--- src/rtl/arb_pkg.sv ---
// Shared types, sizes and the rotating-priority search for the 4-way round-robin arbiter.
package arb_pkg;

  localparam int NUM_REQ = 4;
  localparam int IDX_W   = 2;
  localparam int HOLD_W  = 8;

  typedef enum logic [1:0] {
    IDLE = 2'd0,
    BUSY = 2'd1,
    GAP  = 2'd2
  } arb_state_e;

  typedef struct packed {
    logic             vld;
    logic [IDX_W-1:0] idx;
  } gnt_t;

  // First set request at or above ptr, wrapping modulo NUM_REQ.
  // The loop runs downward so the lowest offset from ptr wins.
  function automatic logic [IDX_W-1:0] rr_pick(input logic [NUM_REQ-1:0] req,
                                               input logic [IDX_W-1:0]   ptr);
    logic [IDX_W-1:0] idx;
    logic [IDX_W-1:0] pick;
    pick = ptr;
    for (int i = NUM_REQ - 1; i >= 0; i--) begin
      idx = ptr + IDX_W'(i);
      if (req[idx]) pick = idx;
    end
    return pick;
  endfunction

endpackage

--- src/rtl/decoder2to4.sv ---
// Plain 2-to-4 one-hot decoder.
module decoder2to4 (
  input  logic A1,
  input  logic A0,
  output logic D0,
  output logic D1,
  output logic D2,
  output logic D3
);

  assign D0 = ~A1 & ~A0;
  assign D1 = ~A1 &  A0;
  assign D2 =  A1 & ~A0;
  assign D3 =  A1 &  A0;

endmodule

--- src/rtl/arb4_rr_ctrl.sv ---
// 4-way round-robin arbiter with a per-grant hold limit and a forced dead cycle between grants.
module arb4_rr_ctrl
  import arb_pkg::*;
#(
  parameter int unsigned MAX_HOLD = 8
) (
  input  logic               clk,
  input  logic               rst_n,
  input  logic [NUM_REQ-1:0] req,
  output logic [NUM_REQ-1:0] gnt,
  output logic [IDX_W-1:0]   gnt_idx,
  output logic               gnt_valid,
  output logic               preempt
);

  localparam logic [HOLD_W-1:0] HOLD_LIM = HOLD_W'(MAX_HOLD - 1);

  arb_state_e        state_q,    state_d;
  logic [IDX_W-1:0]  ptr_q,      ptr_d;
  logic [HOLD_W-1:0] hold_cnt_q, hold_cnt_d;
  gnt_t              gnt_q,      gnt_d;
  logic              preempt_q,  preempt_d;

  always_comb begin
    state_d    = state_q;
    ptr_d      = ptr_q;
    hold_cnt_d = hold_cnt_q;
    gnt_d      = gnt_q;
    preempt_d  = 1'b0;
    unique case (state_q)
      IDLE, GAP: begin
        if (|req) begin
          gnt_d.idx  = rr_pick(req, ptr_q);
          gnt_d.vld  = 1'b1;
          hold_cnt_d = '0;
          state_d    = BUSY;
        end else begin
          gnt_d.vld = 1'b0;
          state_d   = IDLE;
        end
      end
      BUSY: begin
        // Release and limit share one path; only preempt tells them apart.
        if (!req[gnt_q.idx] || (hold_cnt_q == HOLD_LIM)) begin
          gnt_d.vld = 1'b0;
          ptr_d     = gnt_q.idx + IDX_W'(1);
          preempt_d = req[gnt_q.idx];
          state_d   = GAP;
        end else begin
          hold_cnt_d = hold_cnt_q + HOLD_W'(1);
        end
      end
      default: begin
        gnt_d.vld = 1'b0;
        state_d   = IDLE;
      end
    endcase
  end

  always_ff @(posedge clk) begin
    if (!rst_n) begin
      state_q    <= IDLE;
      ptr_q      <= '0;
      hold_cnt_q <= '0;
      gnt_q      <= '0;
      preempt_q  <= 1'b0;
    end else begin
      state_q    <= state_d;
      ptr_q      <= ptr_d;
      hold_cnt_q <= hold_cnt_d;
      gnt_q      <= gnt_d;
      preempt_q  <= preempt_d;
    end
  end

  logic [NUM_REQ-1:0] dec;

  decoder2to4 u_dec (
    .A1 (gnt_q.idx[1]),
    .A0 (gnt_q.idx[0]),
    .D0 (dec[0]),
    .D1 (dec[1]),
    .D2 (dec[2]),
    .D3 (dec[3])
  );

  assign gnt       = dec & {NUM_REQ{gnt_q.vld}};
  assign gnt_idx   = gnt_q.idx;
  assign gnt_valid = gnt_q.vld;
  assign preempt   = preempt_q;

endmodule

--- config.mk ---
export PLATFORM = sky130hd
export DESIGN_NAME = arb4_rr_ctrl
export DESIGN_NICKNAME = d
export VERILOG_FILES = /design/src/rtl/arb_pkg.sv /design/src/rtl/decoder2to4.sv /design/src/rtl/arb4_rr_ctrl.sv
export SDC_FILE = /design/constraint.sdc
export NUM_CORES = 1
export LEC_CHECK = 0
export ABC_AREA = 1
export ABC_CLOCK_PERIOD_IN_PS = 1300
export CORE_ASPECT_RATIO = 0.7
export CORE_UTILIZATION = 44
export CTS_CLUSTER_DIAMETER = 50
export DETAILED_ROUTE_END_ITERATION = 10
export PLACE_DENSITY = 0.69
export SETUP_SLACK_MARGIN = 0.4
export SYNTH_ARGS = -nofsm -noshare
export SYNTH_HDL_FRONTEND = slang
export SYNTH_SLANG_ARGS = --single-unit
--- constraint.sdc ---
create_clock -name clk -period 1.3 [get_ports clk]
set_clock_uncertainty 0.15 [all_clocks]
set_input_delay 0.195 -clock clk [delete_from_list [all_inputs] [get_ports clk]]
set_output_delay 0.195 -clock clk [all_outputs]
set_load 0.03 [all_outputs]
Yosys cells after proc, flatten, opt, wreduce, memory -nomap -nowiden
Index checks and enable logic that the tools add are counted.
{"block": "totals", "register_bits": 16, "input_bits": 6, "out_inout_bits": 8, "elab_cells": 62}
{"block": "classes", "n_bitwise": 7, "reduce_logical": 10, "n_mux": 23, "add_sub_neg": 5, "order_cmp": 5, "eq_ne": 6}
{"op": "2-to-1 mux 8 bit", "count": 2}
{"op": "one-hot mux 8 bit (2 select lines)", "count": 1}
{"op": "< comparator 2 x 3 -> 1 bit, second input constant", "count": 5}
{"op": "binary-select mux 1 bit (select 2 bit)", "count": 5}
{"op": "2-to-1 mux 2 bit", "count": 5}
{"op": "adder 8 x 1 -> 8 bit, second input constant", "count": 1}
{"op": "equality test 8 x 3 -> 1 bit, second input constant", "count": 1}
{"op": "2-to-1 mux 1 bit", "count": 8}
{"op": "inequality test 2 bit, second input constant", "count": 3}
{"op": "AND reduction 3 bit", "count": 2}
{"op": "adder 2 x 1 -> 2 bit, second input constant", "count": 2}
{"op": "adder 2 bit, second input constant", "count": 2}
{"op": "AND 1 bit", "count": 4}
{"op": "AND 4 bit", "count": 1}
{"op": "one-hot mux 2 bit (2 select lines)", "count": 1}
{"op": "AND reduction 2 bit", "count": 2}
{"op": "OR reduction 4 bit", "count": 1}
{"op": "equality test 2 x 1 -> 1 bit, second input constant", "count": 1}
{"op": "equality test 2 bit, second input constant", "count": 1}
{"op": "logical NOT 2 bit", "count": 1}
{"op": "NOT 1 bit", "count": 2}
{"op": "one-hot mux 1 bit (2 select lines)", "count": 1}
{"op": "nonzero test 2 bit", "count": 1}
{"op": "OR reduction 2 bit", "count": 1}
{"op": "2 further kinds", "count": 2}

Logic depth before layout (Yosys ltp)
Gate-level depths: netlist (run 1).
{"block": "depth", "word_depth": 7, "depth_mapped": 12, "mapped_depth_nobuf": 11}

Modules after synthesis
Synthesis (run 1) repeated with hierarchy kept, for this count alone.
{"block": "hier_totals", "hier_cells": 163, "area_unflattened_um2": 1003.5}
{"mod": "arb4_rr_ctrl", "seq_area_each_um2": 320.3, "cells_each": 156, "area_per_inst_um2": 977.2, "n_inst": 1}
{"mod": "decoder2to4", "seq_area_each_um2": 0.0, "cells_each": 7, "area_per_inst_um2": 26.3, "n_inst": 1}

Least setup slack after synthesis (run 1)
OpenSTA, ideal clock, no wires.
{"block": "synth_path", "path_type": "flip-flop to flip-flop", "from": "reg state_q[0]", "to": "reg hold_cnt_q[0]", "slack_ps": -236, "arrival_ps": 1267, "path_stages_with_launch": 7, "synth_period_minus_slack_ps": 1536, "required_ps": 1031, "path_cell_list": "dfxtp_1 -> inv_1 -> nor2_1 -> nand3_1 -> buf_6 -> o21ai_0 -> a21oi_1"}
{"block": "synth_between", "elab_chain_cells": 4}
{"element": "start: declaration", "line_no": "arb4_rr_ctrl.sv:18", "source": "arb_state_e state_q, state_d;"}
{"element": "start signal: assignment", "line_no": "arb4_rr_ctrl.sv:68", "source": "state_q <= state_d;"}
{"element": "equality test 2 bit or logical NOT 2 bit (tied branches)", "line_no": "arb4_rr_ctrl.sv:30", "source": "unique case (state_q)"}
{"element": "OR reduction 2 bit", "line_no": "arb4_rr_ctrl.sv:30"}
{"element": "inequality test 2 bit (no source line) or nonzero test 2 bit (tied branches)"}
{"element": "AND reduction 3 bit (no source line)"}
{"element": "end signal: assignment", "line_no": "arb4_rr_ctrl.sv:70", "source": "hold_cnt_q <= hold_cnt_d;"}
{"element": "end: declaration", "line_no": "arb4_rr_ctrl.sv:20", "source": "logic [HOLD_W-1:0] hold_cnt_q, hold_cnt_d;"}
Several ways; a longest one is shown, not always the timed one.
A chain may end at the register's enable or synchronous reset.

Final worst setup path (run 1)
{"block": "layout_path", "from": "reg gnt_q, in the netlist gnt_idx[0]", "to": "out gnt[2]"}
{"block": "layout_between", "elab_chain_cells": 3}
{"element": "start: declaration", "line_no": "arb4_rr_ctrl.sv:21", "source": "gnt_t gnt_q, gnt_d;"}
{"element": "start signal: assignment", "line_no": "arb4_rr_ctrl.sv:71", "source": "gnt_q <= gnt_d;"}
{"element": "NOT 1 bit", "line_no": "decoder2to4.sv:13", "source": "assign D2 = A1 & ~A0;"}
{"element": "AND 1 bit", "line_no": "decoder2to4.sv:13"}
{"element": "AND 4 bit", "line_no": "arb4_rr_ctrl.sv:87", "source": "assign gnt = dec & {NUM_REQ{gnt_q.vld}};"}
{"element": "end: declaration", "line_no": "arb4_rr_ctrl.sv:10", "source": "output logic [NUM_REQ-1:0] gnt,"}
No other way between the ends.

==> flow_summary.ini, run 1 <==
[run_status]
outcome = complete, but fails checks
violations = negative setup slack

[setup_path]
reg2reg_from = gnt_idx[0]
reg2regPathDepth = 9
end_kind = output pin
worstPathArrival_ps = 1240
rr_endpoint = hold_cnt_q[1]
startpoint_type = flop
crit_type = reg2out
worstPathRequired_ps = 950
critPathLaunch = gnt_idx[0]
reg2reg_setup_slack_ps = -250
cp_max_fo = 6

[clock_network]
cts_hold_buffers = 0
root_buffer = clkbuf_4
cts.sinks = 15
worstSkewPairLatency_ps = 300
path_clk_slew_ps = 90
htreeDepth = 1
cts_max_path_buffers = 2
numCtsBuffers = 3
tritoncts = built

[grt]
grt_max_degree = 11
grt_pass1_vias = 1228
overflow = 0
grt.total_usage = 0.2891
antenna_found_initial = 0
grt_pass1_wl_um = 5471

[die]
pin_count = 14
initial_core_util = 0.4724
die_y_um = 42.40
fp.dieW_um = 59.72
die_area_um2 = 2532
core-area_um2 = 2172
fp-row-count = 14

[route]
drtPass1Iterations = 5
wl_per_cell_um = 16.11
routed_wl_um = 4124
drcViolationCount = 0
ant_nets = 0
vias = 1382
vias_per_cell = 5.398
drt_iter0_drc = 87

[finish]
nets = 236
area_growth_pct = 81.83
final_common_cell = nand2_1
stdcell_count = 256
drive_above_1_share = 0.5714
antenna_cells = 0
final_cell_mix = nand2_1, buf_4, buf_6

[sta]
setup_viol_count_final = 20
rsz0062_at_grt = true
fmax_ghz = 0.6327
slew_headroom = 0.8191
whs_ps = 348.5
fin_ws_ps = -280.6
tightestPinTransition_ps = 270.1
drv_slew = 0
period_share = 1.216
layout_min_cycle_time_ps = 1581
hold_violations = 0

[placement]
dpl.cell_count = 239
portBuffers = 13
place.gp.congestion = 0.8686
dp_hpwl_um = 2265

[worst_hold_path]
holdPathStages = 2
hold_class = reg2reg
min_from = hold_cnt_q[1]
holdPathEnd = hold_cnt_q[1]

[synthesis]
synthesis.nets = 178
syn_area_per_cell_um2 = 6.144
ys_ff_latch = 15
syn_area_um2 = 1026
ys_types = 19
yosysSeqAreaShare = 0.2927
yosys_warnings = 0
syn_inst = 167

[power_and_ir_drop]
p_sw_uw = 819.2
internal-power_mw = 1.119
p_comb_frac = 0.564
irDropWorstVdd_mv = 0.7674
clockPowerShare = 0.151
swShare = 0.4227
p_leak_nw = 0.8154
cellPowerDensity_nw_per_um2 = 1039
p_seq_frac = 0.285

[flow_run]
maxCapViolCount = 0
==> timing repair <==
| action | in CTS | in global routing |
|---|---|---|
| pin swaps | 28 | 24 |
| gates resized for setup | 62 | 28 |
| hold endpoints to repair | 0 | 0 |
| setup endpoints to repair | 23 | 23 |
| setup buffers | 9 | 4 |
==> worst max-delay path by stage <==
stage,endpoint,slack (ps),cells past startpoint
final,gnt[2],-280,5
after global routing,hold_cnt_q[3],-360,8
after CTS,gnt[3],-210,5
after detailed placement,hold_cnt_q[0],-530,9
after global placement,hold_cnt_q[0],-500,9
after floorplan,hold_cnt_q[0],60,6
==> through the flow <==
stage	utilization	setup WS, ps	total power [mW]	TNS, ps	area [um^2]
final	0.8589	-280.6	1.938	-3851	1866
after global routing	0.8589	-361.3	2.034	-5469	1866
after CTS	0.7909	-214.4	1.725	-2942	1718
after detailed placement	0.6578	-526.3	1.236	-6241	1429
after global placement	0.6578	-495.5	1.215	-5559	1429
after floorplan	-	55.06	0.9707	0	1084
==> logic make-up after synthesis <==
group	share of synthesized area
fa+ha+maj	0.06098
xor+xnor	0.05122
buf+inv	0.1183
flops	0.2927
compound gates	0.1037
simple gates	0.3732
==> worst max-delay path, stage by stage, from the launching register on <==
cell	delay, ps
dfxtp_4	390
inv_2	130
ha_2	180
nand2_1	60
inv_2	60
buf_6	120
==> cell type report <==
class,instances,area (um^2)
Clock buffer,3,22.52
Inverter,22,95.09
Clock inverter,1,7.507
Multi-Input combinational cell,125,863.3
Sequential cell,15,319.1
Timing Repair Buffer,58,518.0
Fill cell,113,306.5
Tap cell,32,40.04
==> state kept, by name, indices dropped and copies added (netlist names) <==
name,cells
preempt,1
state_q,2
gnt_idx,2
hold_cnt_q,8
ptr_q,2
==> metal layers <==
layer  wire [um]  vias up  part of all wire  GRT usage
met3         329       21             0.080    0.06790
met5           0        -                 0          0
met1        1694      629              0.41     0.3913
met4         117        0             0.028    0.06047
met2        1982       89              0.48     0.4644
li1            -      643                 -          -
==> cell usage after synthesis, drive strengths merged <==
library cell  instances  area (um^2)
nand2                57        214.0
inv                  21        78.82
nand3                18        90.09
nor2                 17        66.32
dfxtp                15        300.3
a21oi                11        55.05
o21ai                 6        30.03
buf                   5        38.78
ha                    5        62.56
xor2                  4        35.03
nand4                 2        12.51
o211ai                2        15.01
xnor2                 2        17.52
a31oi                 1        6.260
clkinv                1        3.750
==> power by group through the flow <==
stage | Clock, mW | Sequential [mW] | Combinational [mW]
2_1_floorplan | 0 | 0.561 | 0.410
3_3_place_gp | 0 | 0.546 | 0.670
3_5_place_dp | 0 | 0.549 | 0.687
4_1_cts | 0.278 | 0.541 | 0.907
5_1_grt | 0.314 | 0.554 | 1.16
6_report | 0.293 | 0.551 | 1.09
Power figures use the tool's default switching activity.
==> run 2: changes to the inputs <==
Settings changed: CORE_MARGIN set to 3, RECOVER_POWER set to 25, SKIP_CTS_REPAIR_TIMING set to 1.
==> run 2 against run 1 <==
Effect of this change: the run still ends with negative setup slack left; sequential cell count unchanged; hold slack better by 16 ps; utilization up 5.9 points; via count up 3.3%; register-to-register slack worse by 40 ps; total power down 0.96%.
==> flow_summary.ini, run 2 (synthesis gave the netlist of run 1 again) <==
[setup_path]
crit_type = reg2reg
cp_max_fo = 4
worstPathRequired_ps = 1370
worstPathArrival_ps = 1650
startpoint_type = flop
end_kind = flop
reg2regPathDepth = 11

[sta]
period_share = 1.220
fmax_ghz = 0.6305
finalSetupTns_ps = -4244
hold_violations = 0
drv_slew = 0
fin_ws_ps = -286.1
layout_min_cycle_time_ps = 1586
slew_headroom = 0.8115
tightestPinTransition_ps = 281.0
rsz0062_at_grt = true
setup_viol_count_final = 22

[die]
fp.dieW_um = 63.72
die_y_um = 46.40
die_area_um2 = 2956
initial_core_util = 0.5087
fp-row-count = 13
pin_count = 14
core-area_um2 = 2017

[run_status]
outcome = complete, but fails checks
violations = negative setup slack

[clock_network]
htreeDepth = 1
path_clk_slew_ps = 110
numCtsBuffers = 3
root_buffer = clkbuf_4
tritoncts = built
worstSkewPairLatency_ps = 320
cts.sinks = 15
cts_max_path_buffers = 2

[grt]
grt.total_usage = 0.2200
grt_max_degree = 10
grt_pass1_vias = 1104
overflow = 0
grt_pass1_wl_um = 4857
antenna_found_initial = 0

[route]
vias_per_cell = 5.781
ant_nets = 0
drtPass1Iterations = 5
wl_met2_um = 2016
highest_layer = met4
drcViolationCount = 0
wl_met3_um = 501
routed_wl_um = 4549
wl_per_cell_um = 18.42
wl_met1_um = 1824
drt_iter0_drc = 131
vias = 1428

[power_and_ir_drop]
irDropWorstVdd_mv = 0.7797
p_leak_nw = 0.8342
p_comb_frac = 0.551
clockPowerShare = 0.158
cellPowerDensity_nw_per_um2 = 1037
p_seq_frac = 0.290
swShare = 0.4379
internal-power_mw = 1.079
p_sw_uw = 840.5

[finish]
antenna_cells = 0
drive_above_1_share = 0.5622
nets = 229
area_growth_pct = 80.49
stdcell_count = 247
registers.top_by_ff_count = hold_cnt_q
largest_reg_flops = 8
final_common_cell = nand2_1
final_cell_mix = nand2_1, buf_4, nand2_2

[placement]
dpl.cell_count = 232
place.gp.congestion = 0.8510
dp_hpwl_um = 2276
portBuffers = 13

[worst_hold_path]
holdPathStages = 6
hold_class = in2reg

[flow_run]
maxCapViolCount = 0
## run 2: cell count changes in the layout (fill, tap and decap cells not counted), sizes merged
cell,before,now
buf,53,45
dlygate4sd2,4,0
dlymetal6s2s,0,3
clkbuf,3,5
clkdlybuf4s50,1,2
clkinv,2,1
clkinvlp,1,0
inv,20,21
## run 2: critical path, stage by stage, from the launching register on
cell       delay [ps]
dfxtp_4           370
clkbuf_16         160
nand2_1           110
nand3_2           100
nand2_1           100
inv_1              70
nand2_1            60
nand2_1            70
nand2_1            70
nand2_1            70
nand3_1            90
nand2_1            70
## run 2: power groups by stage
stage | logic (mW) | clock network (mW) | registers (mW)
2_1_floorplan | 0.410 | 0 | 0.561
3_3_place_gp | 0.651 | 0 | 0.549
3_5_place_dp | 0.668 | 0 | 0.552
4_1_cts | 0.674 | 0.276 | 0.541
5_1_grt | 1.12 | 0.310 | 0.561
6_report | 1.06 | 0.304 | 0.557
## run 2: cell type report
class / instances / area, um^2
Tap cell: 30 / 37.54
Clock buffer: 4 / 26.28
Fill cell: 72 / 165.2
Inverter: 22 / 95.09
Multi-Input combinational cell: 125 / 873.3
Timing Repair Buffer: 51 / 489.2
Sequential cell: 15 / 330.3
## run 2: per-stage QoR
stage	hold WS [ps]	cell area, um^2	utilization	total power [mW]	setup WS (ps)
finish	364.7	1852	0.9181	1.920	-286.1
global route	397.3	1852	0.9181	1.990	-370.2
CTS	356.1	1428	0.7078	1.491	-333.0
detailed placement	341.1	1401	0.6948	1.220	-529.3
global placement	337.5	1401	0.6948	1.200	-493.2
floorplan	175.9	1084	-	0.9707	55.06
## run 2: final timing paths
kind	slack [ps]	end	from
worst min register to register	390	hold_cnt_q[7]	hold_cnt_q[7]
worst min-delay path	360	gnt_idx[1]	req[1]
worst max register to register	-290	gnt_idx[0]	ptr_q[0]
worst max-delay path	-290	gnt_idx[0]	ptr_q[0]
## run 2: layer usage
layer | vias to the layer above | GRT usage
li1 | 628 | -
met4 | 0 | 0.07725
met3 | 27 | 0.06829
met5 | - | 0
met2 | 112 | 0.3485
met1 | 661 | 0.2868
